### config.mk
export PLATFORM = sky130hd
export DESIGN_NAME = d_cache_ctrl
export DESIGN_NICKNAME = d
export VERILOG_FILES = /design/src/rtl/dcache_pkg.sv /design/src/rtl/dcache_wbuf.sv /design/src/rtl/d_cache_ctrl.sv
export SDC_FILE = /design/constraint.sdc
export NUM_CORES = 1
export LEC_CHECK = 0
export BUFFER_PORTS_ARGS = -buffer_cell sky130_fd_sc_hd__buf_2
export CORE_AREA = 2 2 235 237
export DETAILED_ROUTE_END_ITERATION = 6
export DIE_AREA = 0 0 237 239
export PLACE_DENSITY = 0.64
export SYNTH_ARGS = -nofsm -noshare
export SYNTH_HDL_FRONTEND = slang
export SYNTH_SLANG_ARGS = --single-unit
export TNS_END_PERCENT = 20
### constraint.sdc
create_clock -name clk -period 13.3 [get_ports clk]
set_clock_uncertainty 0.15 [all_clocks]
set_input_delay 3.325 -clock clk [delete_from_list [all_inputs] [get_ports clk]]
set_output_delay 3.325 -clock clk [all_outputs]
set_load 0.03 [all_outputs]
### src/rtl/dcache_pkg.sv
// dcache_pkg
//   Shared definitions for the data-cache controller:
//   - state_t      : 2-bit controller state encoding
//   - idx_width()  : index width derived from the line count
//   - tag_width()  : tag width derived from address width and line count
//   - CNT_MAX      : saturation value of the hit/miss counters
package dcache_pkg;

  typedef enum logic [1:0] {
    IDLE      = 2'd0,
    DRAIN     = 2'd1,
    FILL_REQ  = 2'd2,
    FILL_WAIT = 2'd3
  } state_t;

  localparam logic [15:0] CNT_MAX = 16'hFFFF;

  function automatic int idx_width(input int lines);
    return $clog2(lines);
  endfunction

  function automatic int tag_width(input int addr_w, input int lines);
    return addr_w - $clog2(lines);
  endfunction

endpackage

### src/rtl/dcache_wbuf.sv
// dcache_wbuf
//   Single-entry write buffer plus the backing-memory request mux.
//   While the buffer holds a store it owns the memory port (write request);
//   otherwise a fill request from the controller is forwarded.
// Ports:
//   clk, rst_n            clock, asynchronous active-low reset
//   load                  capture load_addr/load_data into the buffer
//   fill_req, fill_addr   controller wants a read fill at fill_addr
//   mem_req_ready         memory accepts the current request
//   full                  buffer holds an undrained store
//   drain_done            buffered store is handed off this cycle
//   mem_req_*             request outputs toward backing memory
module dcache_wbuf #(
  parameter int ADDR_W = 16,
  parameter int DATA_W = 16
) (
  input  logic              clk,
  input  logic              rst_n,
  input  logic              load,
  input  logic [ADDR_W-1:0] load_addr,
  input  logic [DATA_W-1:0] load_data,
  input  logic              fill_req,
  input  logic [ADDR_W-1:0] fill_addr,
  input  logic              mem_req_ready,
  output logic              full,
  output logic              drain_done,
  output logic              mem_req_valid,
  output logic              mem_req_we,
  output logic [ADDR_W-1:0] mem_req_addr,
  output logic [DATA_W-1:0] mem_req_wdata
);

  logic [ADDR_W-1:0] addr_reg;
  logic [DATA_W-1:0] data_reg;
  logic              full_reg;

  assign full       = full_reg;
  assign drain_done = full_reg & mem_req_ready;

  // A load in the same cycle as a drain refills the entry, so the port
  // sees back-to-back write transactions with no idle gap.
  always_ff @(posedge clk or negedge rst_n) begin
    if (!rst_n) begin
      full_reg <= 1'b0;
      addr_reg <= '0;
      data_reg <= '0;
    end else if (load) begin
      full_reg <= 1'b1;
      addr_reg <= load_addr;
      data_reg <= load_data;
    end else if (drain_done) begin
      full_reg <= 1'b0;
    end
  end

  // Drain wins the port; unused request fields are driven to zero.
  always_comb begin
    mem_req_valid = 1'b0;
    mem_req_we    = 1'b0;
    mem_req_addr  = '0;
    mem_req_wdata = '0;
    if (full_reg) begin
      mem_req_valid = 1'b1;
      mem_req_we    = 1'b1;
      mem_req_addr  = addr_reg;
      mem_req_wdata = data_reg;
    end else if (fill_req) begin
      mem_req_valid = 1'b1;
      mem_req_addr  = fill_addr;
    end
  end

endmodule

### src/rtl/d_cache_ctrl.sv
// d_cache_ctrl
//   Direct-mapped, write-through, no-write-allocate data cache for the MEM
//   stage. One word per line, single-entry write buffer, valid/ready port to
//   backing memory.
// Ports:
//   clk, rst_n                      clock, asynchronous active-low reset
//   rd_en, rd_dest                  load request / address
//   wr_en, wr_dest, wr_data         store request / address / data
//   rd_out, rd_valid                registered load data and its 1-cycle strobe
//   stall                           combinational hold request to the pipeline
//   mem_req_valid/ready/we/addr/wdata  backing-memory request channel
//   mem_resp_valid, mem_resp_data   backing-memory read response
//   hit_count, miss_count           saturating read hit/miss counters
module d_cache_ctrl
  import dcache_pkg::*;
#(
  parameter int LINES  = 16,
  parameter int ADDR_W = 16,
  parameter int DATA_W = 16
) (
  input  logic              clk,
  input  logic              rst_n,
  input  logic [ADDR_W-1:0] rd_dest,
  input  logic              rd_en,
  input  logic [ADDR_W-1:0] wr_dest,
  input  logic [DATA_W-1:0] wr_data,
  input  logic              wr_en,
  output logic [DATA_W-1:0] rd_out,
  output logic              rd_valid,
  output logic              stall,
  output logic              mem_req_valid,
  input  logic              mem_req_ready,
  output logic              mem_req_we,
  output logic [ADDR_W-1:0] mem_req_addr,
  output logic [DATA_W-1:0] mem_req_wdata,
  input  logic              mem_resp_valid,
  input  logic [DATA_W-1:0] mem_resp_data,
  output logic [15:0]       hit_count,
  output logic [15:0]       miss_count
);

  localparam int IDX_W = idx_width(LINES);
  localparam int TAG_W = tag_width(ADDR_W, LINES);

  state_t state_reg, state_next;

  logic [LINES-1:0]  valid_reg;
  logic [TAG_W-1:0]  tag_mem  [LINES];
  logic [DATA_W-1:0] data_mem [LINES];

  logic [IDX_W-1:0] rd_idx, wr_idx;
  logic [TAG_W-1:0] rd_tag, wr_tag;
  logic             rd_hit, wr_hit;

  logic wbuf_full, wbuf_drain_done;
  logic wr_accept, rd_hit_go, rd_miss_go, fill_req, fill_done;

  assign rd_idx = rd_dest[IDX_W-1:0];
  assign rd_tag = rd_dest[ADDR_W-1:IDX_W];
  assign wr_idx = wr_dest[IDX_W-1:0];
  assign wr_tag = wr_dest[ADDR_W-1:IDX_W];
  assign rd_hit = valid_reg[rd_idx] && (tag_mem[rd_idx] == rd_tag);
  assign wr_hit = valid_reg[wr_idx] && (tag_mem[wr_idx] == wr_tag);

  dcache_wbuf #(
    .ADDR_W(ADDR_W),
    .DATA_W(DATA_W)
  ) u_wbuf (
    .clk          (clk),
    .rst_n        (rst_n),
    .load         (wr_accept),
    .load_addr    (wr_dest),
    .load_data    (wr_data),
    .fill_req     (fill_req),
    .fill_addr    (rd_dest),
    .mem_req_ready(mem_req_ready),
    .full         (wbuf_full),
    .drain_done   (wbuf_drain_done),
    .mem_req_valid(mem_req_valid),
    .mem_req_we   (mem_req_we),
    .mem_req_addr (mem_req_addr),
    .mem_req_wdata(mem_req_wdata)
  );

  always_ff @(posedge clk or negedge rst_n) begin
    if (!rst_n) state_reg <= IDLE;
    else        state_reg <= state_next;
  end

  // A simultaneous load and store is treated as the store alone. The fill
  // address comes straight from rd_dest, which the pipeline holds during stall.
  always_comb begin
    state_next = state_reg;
    stall      = 1'b0;
    wr_accept  = 1'b0;
    rd_hit_go  = 1'b0;
    rd_miss_go = 1'b0;
    fill_req   = 1'b0;
    fill_done  = 1'b0;
    case (state_reg)
      IDLE: begin
        if (wr_en) begin
          // Entry frees up this cycle if the buffered store is handed off.
          if (!wbuf_full || wbuf_drain_done) wr_accept = 1'b1;
          else                               stall     = 1'b1;
        end else if (rd_en) begin
          if (rd_hit) begin
            rd_hit_go = 1'b1;
          end else begin
            rd_miss_go = 1'b1;
            stall      = 1'b1;
            state_next = wbuf_full ? DRAIN : FILL_REQ;
          end
        end
      end
      DRAIN: begin
        // Older store must reach memory before the fill reads it back.
        stall = 1'b1;
        if (!wbuf_full || wbuf_drain_done) state_next = FILL_REQ;
      end
      FILL_REQ: begin
        stall    = 1'b1;
        fill_req = 1'b1;
        if (mem_req_ready) state_next = FILL_WAIT;
      end
      FILL_WAIT: begin
        stall = ~mem_resp_valid;
        if (mem_resp_valid) begin
          fill_done  = 1'b1;
          state_next = IDLE;
        end
      end
      default: state_next = IDLE;
    endcase
  end

  always_ff @(posedge clk or negedge rst_n) begin
    if (!rst_n) begin
      valid_reg  <= '0;
      rd_out     <= '0;
      rd_valid   <= 1'b0;
      hit_count  <= '0;
      miss_count <= '0;
    end else begin
      rd_valid <= 1'b0;
      if (rd_hit_go) begin
        rd_out   <= data_mem[rd_idx];
        rd_valid <= 1'b1;
        if (hit_count != CNT_MAX) hit_count <= hit_count + 16'd1;
      end
      if (rd_miss_go && (miss_count != CNT_MAX)) miss_count <= miss_count + 16'd1;
      if (fill_done) begin
        rd_out            <= mem_resp_data;
        rd_valid          <= 1'b1;
        valid_reg[rd_idx] <= 1'b1;
      end
    end
  end

  // Tag/data storage needs no reset: valid_reg gates every lookup.
  // Fills (FILL_WAIT) and stores (IDLE) can never coincide.
  always_ff @(posedge clk) begin
    if (fill_done) begin
      tag_mem[rd_idx]  <= rd_tag;
      data_mem[rd_idx] <= mem_resp_data;
    end else if (wr_accept && wr_hit) begin
      data_mem[wr_idx] <= wr_data;
    end
  end

endmodule

==> results.tsv, run 1 <==
stage	metric	value	unit
critical_path	Worst setup EP type	output port	
layout	biggest regs	data_mem (256), tag_mem (192)	
layout	Most flops, register	data_mem	
sta	RSZ-0062 raised after global routing	false	
synthesis	Post-Syn Instances	1315	
synthesis	synthesized area	24100	um^2
synthesis	post-synth top area cell	edfxtp_1	
critical_path	crit path launch type	primary input	
sta	min Tclk post-route	10.49	ns
synthesis	predominant post-synthesis flop cell	edfxtp_1	
synthesis	Synth top area share	55.8	%
synthesis	number of synthesis warnings	0	
clock_tree	Reg clk slew, reported paths	0.06	ns
layout	FILL cells	4352	
grt	GRT met2 Usage	36.3	%
power_and_ir_drop	switching part of the total	27.7	%
synthesis	async set or reset register ratio after synthesis	18.2	%
drt	Avg Vias per Cell	6.00	
floorplanning	core area	54300	um^2
grt	vias in the first global route	13700	
layout	Area Growth Syn to Fin	14.8	%
sta	Final Hold Viols	0	
clock_tree	CTS tree	yes	
outcome	status	finished clean	
layout	most frequent cells in the layout	edfxtp_1, mux4_2, buf_2, dfrtp_1, nand2_1	
power_and_ir_drop	Logic pwr share	17.3	%
grt	met3 usage	4.15	%
drt	drt drc	0	
layout	area of the multi-input gates	7790	um^2
sta	Fmax	95.3	MHz
drt	initial drt markers	1317	
sta	period utilization	78.9	%
power_and_ir_drop	Switching Power	1.23	mW
critical_path	Reg2Reg Depth	9	
synthesis	Seq/Total Area, Yosys	66.2	%
layout	layout cell share with drive strength beyond 1	36.0	%
critical_path	R2R Path Start	tag_mem[4][10]$_DFFE_PP_	
synthesis	Post-synth EDFFs	448	
floorplanning	row count	86	
drt	final wirelength	61200	um
power_and_ir_drop	clock power share	35.8	%
sta	slew margin rel.	23.3	%
floorplanning	Top Ports	154	
layout	Antenna Cells	0	
clock_tree	htree depth	2	
clock_tree	worst skew pair latency	0.63	ns
critical_path	crit path kind	primary input to output port	
min_path	worst hold start	hit_count[9]$_DFFE_PN0P_	
clock_tree	clk sink count	548	
power_and_ir_drop	Flop pwr share	46.9	%
grt	All-Layer GR Usage	21.8	%
grt	initial antenna violation count	1	
grt	most used routing layer	met2	
floorplanning	die area	56600	um^2
sta	Sum Neg Setup Slack	0	ns
drt	Detail Route Antenna Nets	0	
sta	Slew Limit Fails	0	
min_path	Worst Hold End	hit_count[9]$_DFFE_PN0P_	
placement	port buffer count	153	
power_and_ir_drop	total power	4.42	mW
synthesis	count of state elements after synthesis	548	
clock_tree	Clock Path Buffers	3	
layout	Final nets	1567	
synthesis	Mean Syn Cell Area	18.3	um^2
clock_tree	root buf cell	clkbuf_16	
grt	total gr overflow	0	
critical_path	reg2reg end	rd_out[0]$_DFFE_PN0P_	
critical_path	worst setup path startpoint	rd_dest[0]	
clock_tree	CTS Buf Count	57	
synthesis	most area-consuming cells after synthesis	edfxtp_1, mux4_2, dfrtp_1	
critical_path	CP Data Arrival Time	7.02	ns
placement	hpwl dp	35900	um
drt	DR pass1 iterations	5	
critical_path	setup slack, reg-to-reg	8.85	ns
drt	WL per Instance	27.3	um
grt	met1 usage	29.7	%
floorplanning	Starting Density	44.3	%
floorplanning	Die Width	237	um
sta	Tightest Pin Transition	1.15	ns
synthesis	Synth cell types	53	
grt	global-route wire length before repair	90000	um
power_and_ir_drop	Internal	3.19	mW
synthesis	Syn Nets	1392	
clock_tree	Setup Buffers After CTS	0	
min_path	Hold Crit Class	register to register	
critical_path	CP Max Fanout	54	
run	number of max-cap violations	0	
critical_path	Critical Path RT	9.82	ns
power_and_ir_drop	Max rail drop VDD	105	uV
power_and_ir_drop	power density cells	160	nW/um^2
drt	vias	13500	
layout	max reg flops	256	
sta	Final Setup Violations	0	
floorplanning	Die Ht	239	um
layout	most common cell after layout, fill and taps aside	edfxtp_1	
sta	Hold Slack	0.340	ns
grt	largest net degree at the start of global routing	75	
layout	Reg area	16000	um^2
placement	Routability Congestion	0.803	
clock_tree	post-cts resize count	0	
min_path	Hold Crit Depth	1	
power_and_ir_drop	Leak	9.77	nW
layout	Final Core Density	50.9	%
clock_tree	# hold bufs at CTS	0	
## final cells by class
class,count,area share [%]
clock inverters,28,1.15
flip-flops and latches,548,57.7
clock buffers,80,5.54
well taps,704,3.19
inverters,17,0.231
repair buffers,197,4.02
multi-input cells,669,28.2
## synthesized netlist by cell type (10+ instances only)
cell,n
edfxtp_1,448
mux4_2,188
dfrtp_1,100
nand2_1,71
mux2_2,52
clkbuf_1,41
xnor2_1,39
mux2i_1,32
nand4_1,28
nand3_1,26
nor2_1,25
and2_1,21
xor2_1,21
o211ai_1,18
a22o_1,17
buf_2,17
and3_1,16
inv_1,16
or2_2,15
o22ai_1,14
nor3_1,11
o21ai_0,10
## layer usage
| layer | share of wire (%) | vias to the layer above |
|---|---|---|
| li1 | - | 5681 |
| met1 | 41 | 7207 |
| met2 | 50 | 495 |
| met3 | 6.8 | 86 |
| met4 | 1.9 | 0 |
| met5 | 0 | - |
## worst max path at each step
stage | end | slack [ns]
6_report | stall | 2.81
5_1_grt | stall | 2.52
4_1_cts | stall | 2.68
3_5_place_dp | stall | 2.69
3_3_place_gp | stall | 2.72
2_1_floorplan | stall | 4.06
## worst max-delay path: stages
cell and delay, ns:
clkbuf_8 0.49, buf_4 0.68, mux4_2 0.58, a22o_1 0.25, a221oi_1 0.25, xor2_1 0.18, nand4_1 0.25, nor4_4 0.44
o221ai_1 0.16, o31a_1 0.16, buf_2 0.19
## cells by family (layout without fill, tap and decap cells)
group | Yosys count | count (layout) | share of synthesized area (%)
AO/OA/AOI/OAI | 83 | 83 | 2.56
XOR/XNOR | 60 | 60 | 2.18
adder cells (fa/ha/maj) | 7 | 7 | 0.363
buffers and inverters | 98 | 322 | 1.91
flip-flops | 548 | 548 | 66.2
multiplexers | 274 | 274 | 21.4
AND/OR/NAND/NOR | 245 | 245 | 5.34
## per-stage QoR
stage          instances  instance area [um^2]  setup WS, ns
2_1_floorplan       1315                 24100          4.06
3_3_place_gp        2135                 25800          2.72
3_5_place_dp        2135                 25800          2.69
4_1_cts             2243                 27700          2.68
5_1_grt             2243                 27700          2.52
6_report            2243                 27700          2.81
## power groups by stage
stage	clock (mW)	combinational [mW]	sequential, mW
global route	1.68	0.815	2.09
CTS	1.61	0.770	2.07
finish	1.58	0.763	2.07
global placement	0	0.756	2.10
detailed placement	0	0.768	2.11
floorplan	0	0.492	2.13
No activity file was read; power rests on OpenSTA's default activity.
==> run 2, diff against run 1 <==
- PLACE_DENSITY: 0.64 -> 0.66
- clock period: 13.3 -> 8.8 ns (I/O delays scaled with it)
==> results.tsv, run 2 (synthesis gave the netlist of run 1 again) <==
stage	metric	value	unit	change
floorplanning	row count	86		unchanged
clock_tree	Clock Path Buffers	3		unchanged
clock_tree	htree depth	2		unchanged
power_and_ir_drop	total power	6.82	mW	was 4.42 mW
clock_tree	root buf cell	clkbuf_16		unchanged
power_and_ir_drop	Leak	9.85	nW	was 9.77 nW
sta	min Tclk post-route	7.70	ns	
critical_path	crit path launch type	primary input		unchanged
sta	Fmax	130	MHz	
drt	WL per Instance	26.4	um	was 27.3 um
placement	port buffer count	153		unchanged
critical_path	setup slack, reg-to-reg	4.08	ns	was 8.85 ns
drt	drt drc	0		unchanged
sta	period utilization	87.5	%	
critical_path	CP top delay family	buffers and inverters		unchanged
layout	final cell count without fillers	2244		was 2243
sta	slew margin rel.	30.9	%	was 23.3%
drt	metal3 WL	4340	um	was 4140 um
grt	All-Layer GR Usage	21.3	%	was 21.8%
floorplanning	die area	56600	um^2	unchanged
min_path	Hold Crit Class	register to register		unchanged
sta	Final Setup Violations	0		unchanged
critical_path	CP Data Arrival Time	5.35	ns	was 7.02 ns
layout	biggest regs	data_mem (256), tag_mem (192)		unchanged
critical_path	biggest cell delay along the critical path	0.67	ns	was 0.68 ns
clock_tree	clk sink count	548		unchanged
outcome	status	finished clean		unchanged
critical_path	Slowest cell on crit path	buf_4		unchanged
drt	DR pass1 iterations	7		was 5
layout	design area	27800	um^2	was 27700 um^2
clock_tree	Setup Buffers After CTS	0		unchanged
layout	layout cell share with drive strength beyond 1	36.8	%	was 36.0%
clock_tree	CTS Buf Count	57		unchanged
floorplanning	Die Width	237	um	unchanged
power_and_ir_drop	Max rail drop VDD	182	uV	was 105 uV
layout	most common cell after layout, fill and taps aside	edfxtp_1		unchanged
sta	min setup slack post-route	1.10	ns	was 2.81 ns
run	number of max-cap violations	0		unchanged
drt	metal2 WL	29300	um	was 30600 um
clock_tree	worst skew pair latency	0.63	ns	about the same
drt	Met1 Routed Length	24700	um	was 25200 um
clock_tree	# hold bufs at CTS	0		unchanged
grt	global-route wire length before repair	88500	um	was 90000 um
drt	Detail Route Antenna Nets	0		unchanged
sta	Final Hold Viols	0		unchanged
placement	hpwl dp	36100	um	was 35900 um
clock_tree	post-cts resize count	0		unchanged
floorplanning	Top Ports	154		unchanged
critical_path	Critical Path RT	6.45	ns	was 9.82 ns
placement	Placement Cell Area	25800	um^2	about the same
layout	max reg flops	256		unchanged
layout	most frequent cells in the layout	edfxtp_1, mux4_2, buf_2, dfrtp_1, nand2_1		unchanged
floorplanning	core area	54300	um^2	unchanged
floorplanning	Die Ht	239	um	unchanged
grt	vias in the first global route	13800		was 13700
layout	Most flops, register	data_mem		unchanged
layout	Area Growth Syn to Fin	15.4	%	was 14.8%
drt	highest metal layer with signal wires	met4		unchanged
layout	Antenna Cells	0		unchanged
sta	RSZ-0062 raised after global routing	false		unchanged
drt	vias	13400		was 13500
clock_tree	Reg clk slew, reported paths	0.06	ns	about the same
critical_path	Worst setup EP type	output port		unchanged
critical_path	CP Max Fanout	55		was 54
placement	Post-Place Cells	2137		was 2135
critical_path	crit-path cells	clkbuf_8 -> buf_4 -> mux4_2 -> mux2_2 -> nand2_1 -> o41ai_2 -> nand4_1 -> nor4_4 -> o221ai_1 -> o31a_1 -> buf_2		was clkbuf_8 -> buf_4 -> mux4_2 -> a22o_1 -> a221oi_1 -> xor2_1 -> nand4_1 -> nor4_4 -> o221ai_1 -> o31a_1 -> buf_2
drt	final wirelength	59400	um	was 61200 um
floorplanning	Starting Density	44.3	%	unchanged
placement	worst slack at placement	1.02	ns	was 2.69 ns
critical_path	WP buf/inv	3		unchanged
critical_path	crit path kind	primary input to output port		unchanged
grt	total gr overflow	0		unchanged
sta	Tightest Pin Transition	1.03	ns	was 1.15 ns
placement	Routability Congestion	0.799		was 0.803
layout	Final nets	1569		was 1567
layout	FILL cells	4386		was 4352
grt	initial antenna violation count	1		unchanged
clock_tree	CTS tree	yes		unchanged
grt	largest net degree at the start of global routing	65		was 75
drt	Avg Vias per Cell	5.96		was 6.00
drt	initial drt markers	1376		was 1317
sta	Slew Limit Fails	0		unchanged
sta	Sum Neg Setup Slack	0	ns	unchanged
power_and_ir_drop	power density cells	245	nW/um^2	was 160 nW/um^2
run 2: changes by cell type in the layout (fill, tap and decap cells not counted):
cell,change
clkinvlp_4,+1
clkinv_16,-2
clkbuf_8,+3
bufinv_16,+4
clkinv_1,-7
buf_4,+2
clkbuf_1,-5
inv_16,+2
clkinv_4,+3
run 2: path summary, 6_finish.rpt:
kind                                           startpoint                               to  cells past startpoint
min in group asynchronous                           rst_n  u_wbuf.addr_reg[11]$_DFFE_PN0P_                      1
worst min register to register  miss_count[5]$_DFFE_PN0P_        miss_count[5]$_DFFE_PN0P_                      1
worst max register to register    tag_mem[2][9]$_DFFE_PP_       data_mem[15][14]$_DFFE_PP_                      9
worst min-delay path            miss_count[5]$_DFFE_PN0P_        miss_count[5]$_DFFE_PN0P_                      1
worst max-delay path                           rd_dest[0]                            stall                     11
max in group asynchronous                           rst_n          u_wbuf.full$_DFFE_PN0P_                      2
run 2: stage by stage:
stage / hold WS [ns] / util [%]
CTS: 0.339 / 51.2
finish: 0.342 / 51.2
global placement: 0.319 / 47.5
detailed placement: 0.326 / 47.5
floorplan: 0.298 / -
global route: 0.363 / 51.2
run 2: per-layer routing:
layer  GRT usage [%]  vias to the layer above
met5               0                        -
met4            5.04                        0
met3            4.15                       81
met2            34.9                      482
met1            29.6                     7117
li1                -                     5695
run 2: power by group:
part           internal, mW  switching (mW)
Combinational         0.458           0.692
Sequential             3.00           0.133
Clock                  1.51            1.03
run 2: layout make-up:
type	instances	area [um^2]	area share, %
Sequential cell	548	16000	57.4
Multi-Input combinational cell	669	7790	28.0
Clock buffer	78	1560	5.60
Timing Repair Buffer	199	1130	4.06
Tap cell	704	881	3.17
Clock inverter	29	427	1.53
Inverter	17	63.8	0.230
run 2: worst register-to-register path: cells and delay by family (launching register included):
kind                      cells  cell delay, ns
AOI/OAI and AO/OA             2            0.91
xor gates and xnor gates      1            0.26
buffers and inverters         1            0.35
DFF                           1            0.41
muxes                         2            0.97
and+or+nand+nor               3            1.37
==> run 3, diff against run 2 <==
- CTS_CLUSTER_DIAMETER: default -> 200
- PLACE_DENSITY: 0.66 -> 0.64
- clock period: 8.8 -> 8.6 ns (I/O delays scaled with it)
==> results.tsv, run 3 (synthesis gave the netlist of run 1 again) <==
stage	metric	value	unit	change
sta	min setup slack post-route	0.956	ns	was 1.10 ns
clock_tree	root buf cell	clkbuf_16		unchanged
grt	vias in the first global route	13800		about the same
layout	biggest regs	data_mem (256), tag_mem (192)		unchanged
sta	slew margin rel.	32.5	%	was 30.9%
placement	Placement Cell Area	25800	um^2	about the same
power_and_ir_drop	power density cells	246	nW/um^2	was 245 nW/um^2
floorplanning	row count	86		unchanged
sta	Sum Neg Setup Slack	0	ns	unchanged
placement	port buffer count	153		unchanged
grt	All-Layer GR Usage	21.5	%	was 21.3%
clock_tree	htree depth	2		unchanged
clock_tree	post-cts resize count	0		unchanged
sta	Slew Limit Fails	0		unchanged
floorplanning	die area	56600	um^2	unchanged
sta	Final Hold Viols	0		unchanged
layout	Most flops, register	data_mem		unchanged
grt	global-route wire length before repair	88700	um	was 88500 um
grt	initial antenna violation count	0		was 1
floorplanning	Die Ht	239	um	unchanged
drt	drt drc	0		unchanged
layout	Area Growth Syn to Fin	15.0	%	was 15.4%
layout	FILL cells	4343		was 4386
sta	Hold Slack	0.338	ns	was 0.342 ns
layout	most common cell after layout, fill and taps aside	edfxtp_1		unchanged
clock_tree	worst skew pair latency	0.61	ns	was 0.63 ns
outcome	status	finished clean		unchanged
critical_path	Worst setup EP type	output port		unchanged
placement	Routability Congestion	0.793		was 0.799
drt	final wirelength	60300	um	was 59400 um
clock_tree	CTS tree	yes		unchanged
grt	total gr overflow	0		unchanged
drt	initial drt markers	1200		was 1376
critical_path	crit path launch type	primary input		unchanged
layout	most frequent cells in the layout	edfxtp_1, mux4_2, buf_2, dfrtp_1, nand2_1		unchanged
drt	WL per Instance	26.8	um	was 26.4 um
clock_tree	Reg clk slew, reported paths	0.06	ns	about the same
drt	Avg Vias per Cell	5.97		was 5.96
sta	Tightest Pin Transition	1.01	ns	was 1.03 ns
clock_tree	Clock Path Buffers	3		unchanged
layout	design area	27700	um^2	was 27800 um^2
critical_path	crit path kind	primary input to output port		unchanged
sta	Fmax	131	MHz	
drt	Detail Route Antenna Nets	0		unchanged
critical_path	CP Max Fanout	59		was 55
clock_tree	CTS Buf Count	57		unchanged
layout	layout cell share with drive strength beyond 1	37.1	%	was 36.8%
drt	DR pass1 iterations	4		was 7
critical_path	Critical Path RT	6.30	ns	was 6.45 ns
min_path	Hold Crit Class	register to register		unchanged
grt	largest net degree at the start of global routing	60		was 65
run	number of max-cap violations	0		unchanged
clock_tree	clk sink count	548		unchanged
critical_path	setup slack, reg-to-reg	3.89	ns	was 4.08 ns
power_and_ir_drop	Leak	9.82	nW	was 9.85 nW
layout	Antenna Cells	0		unchanged
drt	vias	13400		about the same
sta	RSZ-0062 raised after global routing	false		unchanged
clock_tree	Setup Buffers After CTS	0		unchanged
floorplanning	Die Width	237	um	unchanged
floorplanning	Starting Density	44.3	%	unchanged
sta	period utilization	88.9	%	
layout	max reg flops	256		unchanged
sta	Final Setup Violations	0		unchanged
floorplanning	Top Ports	154		unchanged
layout	Final nets	1571		was 1569
power_and_ir_drop	Max rail drop VDD	176	uV	was 182 uV
floorplanning	core area	54300	um^2	unchanged
critical_path	CP Data Arrival Time	5.34	ns	was 5.35 ns
clock_tree	# hold bufs at CTS	0		unchanged
sta	min Tclk post-route	7.64	ns	
placement	hpwl dp	36400	um	was 36100 um
placement	worst slack at placement	0.971	ns	was 1.02 ns
## run 3: final cells by class
| class | instances | area, um^2 | share of cell area [%] |
|---|---|---|---|
| sequential | 548 | 16000 | 57.6 |
| multi-input combinational | 669 | 7790 | 28.1 |
| clock buffer | 73 | 1570 | 5.66 |
| timing repair buffer | 201 | 1150 | 4.17 |
| tap | 704 | 881 | 3.18 |
| clock inverter | 35 | 293 | 1.06 |
| inverter | 17 | 63.8 | 0.230 |
## run 3: metrics by stage
step	utilization (%)	total power, mW	cells
floorplan	-	4.05	1315
global placement	47.6	4.42	2139
detailed placement	47.6	4.45	2139
CTS	51.0	6.87	2247
global route	51.0	7.07	2247
finish	51.0	6.82	2247
## run 3: final timing paths
kind	from	end	cells past startpoint
max reg2reg	tag_mem[11][9]$_DFFE_PP_	data_mem[2][15]$_DFFE_PP_	9
min	hit_count[9]$_DFFE_PN0P_	hit_count[9]$_DFFE_PN0P_	1
min reg2reg	hit_count[9]$_DFFE_PN0P_	hit_count[9]$_DFFE_PN0P_	1
max	rd_dest[0]	stall	10
max in group asynchronous	rst_n	u_wbuf.full$_DFFE_PN0P_	2
min in group asynchronous	rst_n	u_wbuf.addr_reg[7]$_DFFE_PN0P_	1
## run 3: power by group
group	switching, mW	internal [mW]
Sequential	0.138	3.07
Combinational	0.713	0.469
Clock	1.04	1.39
## run 3: critical path, stage by stage
cell      delay [ns]
clkbuf_8        0.52
mux4_2          0.58
mux2_2          0.30
o211ai_1        0.17
a21boi_0        0.35
nand4_1         0.26
nor4_4          0.38
o221ai_1        0.15
o31a_1          0.17
buf_2           0.20
## run 3: metal layers
metal,wire [um],track usage [%],share of wire (%)
met5,0,0,0
met4,1060,5.31,1.8
met3,4820,4.08,8.0
met2,29800,35.6,49
met1,24600,29.5,41
